### config.mk
export PLATFORM = sky130hd
export DESIGN_NAME = line_word_packer
export DESIGN_NICKNAME = d
export VERILOG_FILES = /design/src/rtl/line_word_packer.sv
export SDC_FILE = /design/constraint.sdc
export NUM_CORES = 2
export LEC_CHECK = 0
export ABC_CLOCK_PERIOD_IN_PS = 4700
export BUFFER_PORTS_ARGS = -buffer_cell sky130_fd_sc_hd__buf_2
export CORE_ASPECT_RATIO = 1.1
export CORE_MARGIN = 1
export CORE_UTILIZATION = 40
export CTS_CLUSTER_SIZE = 40
export DETAILED_ROUTE_END_ITERATION = 10
export PLACE_DENSITY = 0.58
export SYNTH_ARGS = -nofsm -noshare
export SYNTH_HDL_FRONTEND = slang
export SYNTH_SLANG_ARGS = --single-unit
### constraint.sdc
create_clock -name sys_clk_i -period 4.7 [get_ports sys_clk_i]
set_input_delay 0.94 -clock sys_clk_i [delete_from_list [all_inputs] [get_ports sys_clk_i]]
set_output_delay 0.94 -clock sys_clk_i [all_outputs]
set_load 0.02 [all_outputs]
### src/rtl/line_word_packer.sv
`default_nettype none
// ============================================================================
// Module : line_word_packer
// Packs narrow sensor words into wide DDR write words, flushing a masked
// partial word at each line end, with line/frame statistics.
// Rev    : 1.0  initial release
// ============================================================================
module line_word_packer #(
    parameter int g_DWIDTH_I  = 32,
    parameter int g_DWIDTH_O  = 512,
    parameter bit g_MSB_FIRST = 1'b0,
    parameter int g_START_LEN = 4
) (
    input  logic                               sys_clk_i,
    input  logic                               rst_i,
    input  logic                               frame_valid_i,
    input  logic                               data_valid_i,
    input  logic [g_DWIDTH_I-1:0]              data_i,
    output logic                               m_valid_o,
    input  logic                               m_ready_i,
    output logic [g_DWIDTH_O-1:0]              m_data_o,
    output logic [g_DWIDTH_O/g_DWIDTH_I-1:0]   m_keep_o,
    output logic                               m_last_o,
    output logic                               start_ddr_w_o,
    output logic [15:0]                        h_count_o,
    output logic [15:0]                        v_count_o,
    output logic [31:0]                        frame_beats_o,
    output logic                               ovf_o
);

    localparam int c_R  = g_DWIDTH_O / g_DWIDTH_I;
    localparam int c_CW = $clog2(c_R);

    logic [c_CW-1:0]       r_cnt;
    logic [g_DWIDTH_O-1:0] r_pack;
    logic                  r_pend;
    logic                  r_dv_d1;
    logic                  r_fv_d1;
    logic [15:0]           r_hc;
    logic [31:0]           r_beats;
    logic [3:0]            r_start_cnt;

    logic                  r_m_valid;
    logic [g_DWIDTH_O-1:0] r_m_data;
    logic [c_R-1:0]        r_m_keep;
    logic                  r_m_last;
    logic                  r_start;
    logic [15:0]           r_h_count;
    logic [15:0]           r_v_count;
    logic [31:0]           r_frame_beats;
    logic                  r_ovf;

    logic                  w_v;
    logic                  w_fe;
    logic                  w_sof;
    logic                  w_eof;
    logic                  w_xfer;
    logic                  w_load;
    logic                  w_last;
    logic [c_CW-1:0]       w_lane;
    logic [c_R-1:0]        w_keep;
    logic [g_DWIDTH_O-1:0] w_pack_nxt;

    assign w_v    = data_valid_i & frame_valid_i;
    assign w_fe   = r_dv_d1 & ~w_v;
    assign w_sof  = frame_valid_i & ~r_fv_d1;
    assign w_eof  = ~frame_valid_i & r_fv_d1;
    // A full word and a partial flush are mutually exclusive: pend implies cnt==0.
    assign w_xfer = r_pend | (w_fe & (r_cnt != '0));
    assign w_load = w_xfer & (~r_m_valid | m_ready_i);
    assign w_last = r_pend ? ~w_v : 1'b1;
    assign w_lane = g_MSB_FIRST ? ~r_cnt : r_cnt;

    always_comb begin
        w_keep = '0;
        for (int k = 0; k < c_R; k++) begin
            if (r_pend)
                w_keep[k] = 1'b1;
            else if (g_MSB_FIRST)
                w_keep[k] = (k >= c_R - int'(r_cnt));
            else
                w_keep[k] = (k < int'(r_cnt));
        end
    end

    // First lane of a word wipes the rest so unused lanes always read zero.
    always_comb begin
        w_pack_nxt = (r_cnt == '0) ? '0 : r_pack;
        w_pack_nxt[int'(w_lane) * g_DWIDTH_I +: g_DWIDTH_I] = data_i;
    end

    always_ff @(posedge sys_clk_i) begin
        if (rst_i) begin
            r_cnt         <= '0;
            r_pack        <= '0;
            r_pend        <= 1'b0;
            r_dv_d1       <= 1'b0;
            r_fv_d1       <= 1'b0;
            r_hc          <= '0;
            r_beats       <= '0;
            r_start_cnt   <= '0;
            r_m_valid     <= 1'b0;
            r_m_data      <= '0;
            r_m_keep      <= '0;
            r_m_last      <= 1'b0;
            r_start       <= 1'b0;
            r_h_count     <= '0;
            r_v_count     <= '0;
            r_frame_beats <= '0;
            r_ovf         <= 1'b0;
        end else begin
            r_dv_d1 <= w_v;
            r_fv_d1 <= frame_valid_i;
            r_pend  <= w_v & (&r_cnt);

            if (w_v) begin
                r_pack <= w_pack_nxt;
                r_cnt  <= r_cnt + c_CW'(1);
            end else if (w_fe) begin
                r_cnt  <= '0;
            end

            if (w_load) begin
                r_m_valid <= 1'b1;
                r_m_data  <= r_pack;
                r_m_keep  <= w_keep;
                r_m_last  <= w_last;
            end else if (m_ready_i) begin
                r_m_valid <= 1'b0;
            end

            if (w_sof)
                r_ovf <= 1'b0;
            else if (w_xfer & ~w_load)
                r_ovf <= 1'b1;

            if (w_v) begin
                r_hc <= r_hc + 16'd1;
            end else if (w_fe) begin
                r_h_count <= r_hc;
                r_hc      <= '0;
            end

            if (w_sof)
                r_v_count <= '0;
            else if (w_fe)
                r_v_count <= r_v_count + 16'd1;

            if (w_sof)
                r_beats <= '0;
            else if (w_load)
                r_beats <= r_beats + 32'd1;

            // A flush loaded on the frame's final edge still belongs to that frame.
            if (w_eof)
                r_frame_beats <= r_beats + {31'd0, w_load};

            if (w_load & w_last) begin
                r_start_cnt <= 4'(g_START_LEN - 1);
                r_start     <= 1'b1;
            end else if (r_start_cnt != '0) begin
                r_start_cnt <= r_start_cnt - 4'd1;
                r_start     <= 1'b1;
            end else begin
                r_start     <= 1'b0;
            end
        end
    end

    assign m_valid_o     = r_m_valid;
    assign m_data_o      = r_m_data;
    assign m_keep_o      = r_m_keep;
    assign m_last_o      = r_m_last;
    assign start_ddr_w_o = r_start;
    assign h_count_o     = r_h_count;
    assign v_count_o     = r_v_count;
    assign frame_beats_o = r_frame_beats;
    assign ovf_o         = r_ovf;

endmodule
`default_nettype wire

## Yosys cells after proc, flatten, opt, wreduce, memory -nomap -nowiden

Index checks and enable logic that the tools add are counted.

- Add/sub/neg operators: 7
- Magnitude comparators: 15
- Shifts and indexed selects: 2
- Muxes and demuxes: 29
- Bitwise operators: 16
- Reductions and logical operators: 10

Operators with widths:

| kind | number |
|---|---|
| $bwmux W512 | 1 |
| $mux W512 | 1 |
| $shift A32 B33 Y512 const A | 1 |
| $shiftx A32 B33 Y512 | 1 |
| $neg A9 Y33 | 1 |
| $add A16 B1 Y16 const B | 2 |
| $add A32 B1 Y32 | 1 |
| $add A32 B1 Y32 const B | 1 |
| $mux W16 | 2 |
| $lt A4 B4 Y1 const A | 7 |
| $mux W1 | 21 |
| $lt A3 B4 Y1 const A | 4 |
| $and A1 B1 Y1 | 9 |
| $lt A1 B4 Y1 const A | 2 |
| $lt A2 B4 Y1 const A | 2 |
| $mux W4 | 2 |
| $reduce_bool A4 Y1 | 2 |
| $reduce_bool A2 Y1 | 3 |
| $not A1 Y1 | 5 |
| $add A4 B1 Y4 const B | 1 |
| $logic_not A4 Y1 | 1 |
| $mux W2 | 2 |
| $reduce_and A4 Y1 | 1 |
| $reduce_or A2 Y1 | 2 |
| other kinds (3) | 4 |

- Flip-flop bits (word level): 1,167
- Input port bits: 37
- Output and inout port bits: 596
- Logic and storage cells: 97

## Logic depth before layout (Yosys ltp)

- Depth in word-level cells: 8
- Depth in mapped cells: 15
- Gate-level depth less buffers: 11

## Worst setup path after synthesis

Ideal clock, no wire load.

- Path kind: input port to flip-flop
- From: input m_ready_i
- To: register r_frame_beats[24], in the netlist frame_beats_o[24]
- Arrival: 3.671 ns
- Required time: 4.609 ns
- Path slack: 0.938 ns
- Stages: 13
- Path buffers: 4
- Path through: nand2b_1 > clkbuf_1 > o211ai_1 > inv_2 > buf_2 > clkbuf_1 > ha_1 > ha_1 > nand3_1 > or4_4 > buf_6 > or3_1 > a311oi_1

- Word-level cells in the longest chain between the ends: 3

RTL lines:

| what | line | source |
|---|---|---|
| start: declaration | 20 | `input logic m_ready_i,` |
| $or A1 B1 Y1 | 70 | `assign w_load = w_xfer & (~r_m_valid \| m_ready_i);` |
| $and A1 B1 Y1 | 70 |  |
| named net w_load | 58 | `logic w_load;` |
| $add A32 B1 Y32 | 156 | `r_frame_beats <= r_beats + {31'd0, w_load};` |
| end signal: assignment | 156 |  |
| end: declaration | 50 | `logic [31:0] r_frame_beats;` |

The timed path passes the listed nets, and every way through them passes these cells.
A chain may end at the register's enable or synchronous reset.

## Worst setup path in the final report

- From: register r_cnt[1]
- To: register r_m_data[262], in the netlist m_data_o[262]

- Word-level cells in the longest chain between the ends: 4

RTL lines:

| what | line | source |
|---|---|---|
| start: declaration | 34 | `logic [c_CW-1:0] r_cnt;` |
| start signal: assignment | 118 | `r_cnt <= r_cnt + c_CW'(1);` |
| $reduce_bool A4 Y1 | 69 | `assign w_xfer = r_pend \| (w_fe & (r_cnt != '0));` |
| $and A1 B1 Y1 | 69 |  |
| $or A1 B1 Y1 | 69 |  |
| $and A1 B1 Y1 | 70 |  |
| end signal: assignment | 125 | `r_m_data <= r_pack;` |
| end: declaration | 44 | `logic [g_DWIDTH_O-1:0] r_m_data;` |

Every way passes these cells.

==> results_dict.tcl <==
set metrics [dict create \
    wl_per_cell_um 23.7 \
    synth_top_area_share 0.517 \
    r2r_setup_slack_ns 0.74 \
    maxSlewViolCount 0 \
    cts_max_path_buffers 3 \
    synthFlopType "dfxtp_1" \
    r2r_start "r_cnt[1]" \
    use_met3 0.0498 \
    detail-route-antenna-nets 0 \
    synth_simple_gate_area_frac 0.194 \
    grt_use_total 0.286 \
    nets 5668 \
    hold-path-endpoint "m_data_o[18]" \
    cts_num_sinks 1167 \
    p_per_area_mw_per_mm2 393 \
    antenna_found_initial 18 \
    setup-tns-final_ns 0 \
    fin_ws_ns 0.743 \
    layout-area-overhead-vs-synth_pct 17.7 \
    post-route-drc-count 0 \
    post-place-ws_ns 0.693 \
    register_area_mm2 0.0234 \
    n_fill_cell 10939 \
    drt_iter0_drc 4703 \
    cts_tree "built" \
    yosysTopAreaCell "dfxtp_1" \
    setup_viol 0 \
    fin_crit_sh 0.842 \
    multi_input_area_mm2 0.0197 \
    h-tree-depth 3 \
    ios 633 \
    use_met2 0.427 \
    vdd.ir_drop.worst_mv 0.299 \
    status "finished, final reports clean" \
    required_ns 5.34 \
    post_cts_buffers 0 \
    maxCapViolCount 0 \
    row_count 128 \
    rsz0062_at_grt "no" \
    cts_buffers 117 \
    die_w_um 322 \
    arrival_ns 4.60 \
    die_y_um 354 \
    tightest_slew_ns 1.33 \
    rr_worst_depth 9 \
    fin_crit_ns 3.96 \
    critPathKind "reg -> reg" \
    fmax_mhz 253 \
    synth_fa_ha_area_frac 0.00277 \
    ys_seq_area_frac 0.517 \
    synth_top_family_by_area "compound AO/OA/AOI/OAI gates" \
    grt.met1_usage 0.398 \
    finClkSkew_ns 0.0266 \
    hold_path_startpoint "r_pack[18]" \
    hp-class "reg -> reg" \
    routed-via-count 41705 \
    gp_congestion 0.834 \
    core_area_mm2 0.111 \
    drive_gt1_frac 0.176 \
    final_common_cell "dfxtp_1" \
    worstSetupEndpointType "register" \
    top_usage_layer "met2" \
    synth_xor_area_frac 0.00543 \
    hold_buffers 0 \
    final_cell_mix "dfxtp_1, nand2_1, a21oi_1" \
    grt_pass1_wl_um 249000 \
    synthTopCellsByArea "dfxtp_1, nand2_1, a21oi_1" \
    netlist_instances 5363 \
    p_leak_nw 18.6 \
    finish.utilization 0.478 \
    synth_edf_count 0 \
    synth_nets 5410 \
    slew_headroom 0.111 \
    hold_viol_final 0 \
    synthArstFlopShare 0 \
    hold_path_depth 2 \
    rr_endpoint "m_data_o[262]" \
    clk_latency_ns 0.74 \
    hold_ws_ns 0.448 \
    ys_warn_count 0 \
    synth-compound-area-share 0.221 \
    clk_pin_slew_ns 0.07 \
    ys_types 63 \
    synth-seq-cells 1167 \
    crit_path_max_fanout 68 \
    place_hpwl_um 102000 \
    grt_pass1_vias 37638 \
    start_kind "register" \
    avgSynthCellArea_um2 8.42 \
    die_area_mm2 0.114 \
    muxShareOfSynthArea 0.00391 \
    cts_resized 0 \
    vias_per_cell 5.77 \
    grt_max_degree 207 \
    netlist_area_mm2 0.0452 \
    io_buffers 632 \
    overflow 0 \
    firstDrtPassIters 6 \
    initial_core_util 0.406 \
    routed_wl_um 171000 \
    clockRootBuffer "clkbuf_16" \
]
[state kept, by name, indices dropped and copies added, names as in the netlist, 4 cells and up]
signal and flops:
m_keep_o 16, frame_beats_o 32, v_count_o 16, h_count_o 16
r_beats 32, r_pack 512, r_cnt 4, r_hc 16
r_start_cnt 4, m_data_o 512
[through the flow]
stage               area, µm²  cells  power [mW]
CTS                     53100   7213        21.0
detailed placement      49100   6997        11.4
finish                  53200   7222        20.9
global placement        49100   6997        11.4
floorplan               45200   5363        10.9
global route            53100   7219        21.5
[layer usage]
layer / up-vias / share of wire
met4: 2 / 0.047
met3: 295 / 0.078
li1: 19425 / -
met1: 20311 / 0.43
met2: 1672 / 0.44
met5: - / 0.000064
[logic make-up after synthesis]
logic type / count (synthesis)
simple gates: 1911
compound gates: 1628
flops: 1167
buf+inv: 602
xor+xnor: 28
mux: 17
fa+ha+maj: 10
[report_power, final]
part | switching, mW | internal [mW]
logic | 0.960 | 0.221
clock network | 4.14 | 5.58
registers | 0.0302 | 9.94
[cell type report]
cell class	instances	area share
Tap cell	1495	0.0352
Timing Repair Buffer	726	0.0777
Inverter	15	0.00120
Multi-Input combinational cell	3594	0.371
Clock inverter	56	0.0118
Clock buffer	160	0.0636
Sequential cell	1167	0.440
Antenna cell	9	0.000424
[synth_stat cells (3+ instances only)]
| cell type | number |
|---|---|
| or3_1 | 28 |
| nand4_1 | 102 |
| nor4b_1 | 32 |
| o21ai_0 | 28 |
| o2111ai_1 | 187 |
| xnor2_1 | 13 |
| a22o_1 | 64 |
| inv_1 | 13 |
| buf_1 | 41 |
| nor3b_1 | 3 |
| o211ai_1 | 236 |
| nor3_1 | 21 |
| or4_1 | 29 |
| and3_1 | 16 |
| xor2_1 | 15 |
| buf_2 | 95 |
| o21ai_1 | 188 |
| nor4_1 | 12 |
| dfxtp_1 | 1167 |
| mux2_2 | 5 |
| and4_1 | 8 |
| a311oi_1 | 21 |
| a211oi_1 | 22 |
| a31oi_1 | 3 |
| nand2b_1 | 195 |
| buf_4 | 23 |
| buf_6 | 5 |
| o31ai_1 | 21 |
| and2_1 | 6 |
| nand2_1 | 1143 |
| nor2_1 | 88 |
| mux2i_1 | 12 |
| a21oi_1 | 837 |
| ha_1 | 10 |
| nand3_1 | 215 |
| clkbuf_1 | 423 |
| nor2b_1 | 3 |
[worst max path at each step]
stage                        endpoint     startpoint  cells after the start
floorplan           frame_beats_o[24]      m_ready_i                     13
global placement        m_data_o[258]  frame_valid_i                      8
detailed placement      m_data_o[475]  frame_valid_i                      8
CTS                     m_data_o[212]       r_cnt[1]                      9
global route            m_data_o[349]       r_cnt[1]                      9
finish                  m_data_o[262]       r_cnt[1]                      9
[critical path, stage by stage, from the launching register on]
cell and delay (ns):
dfxtp_1 0.39, inv_1 0.15, ha_1 0.18, or4b_1 0.61, o211ai_1 0.32, buf_4 0.57, buf_4 0.60, buf_4 0.69
nand2_1 0.13, a21oi_1 0.16
Note: power is estimated with default switching activity, not from simulation.
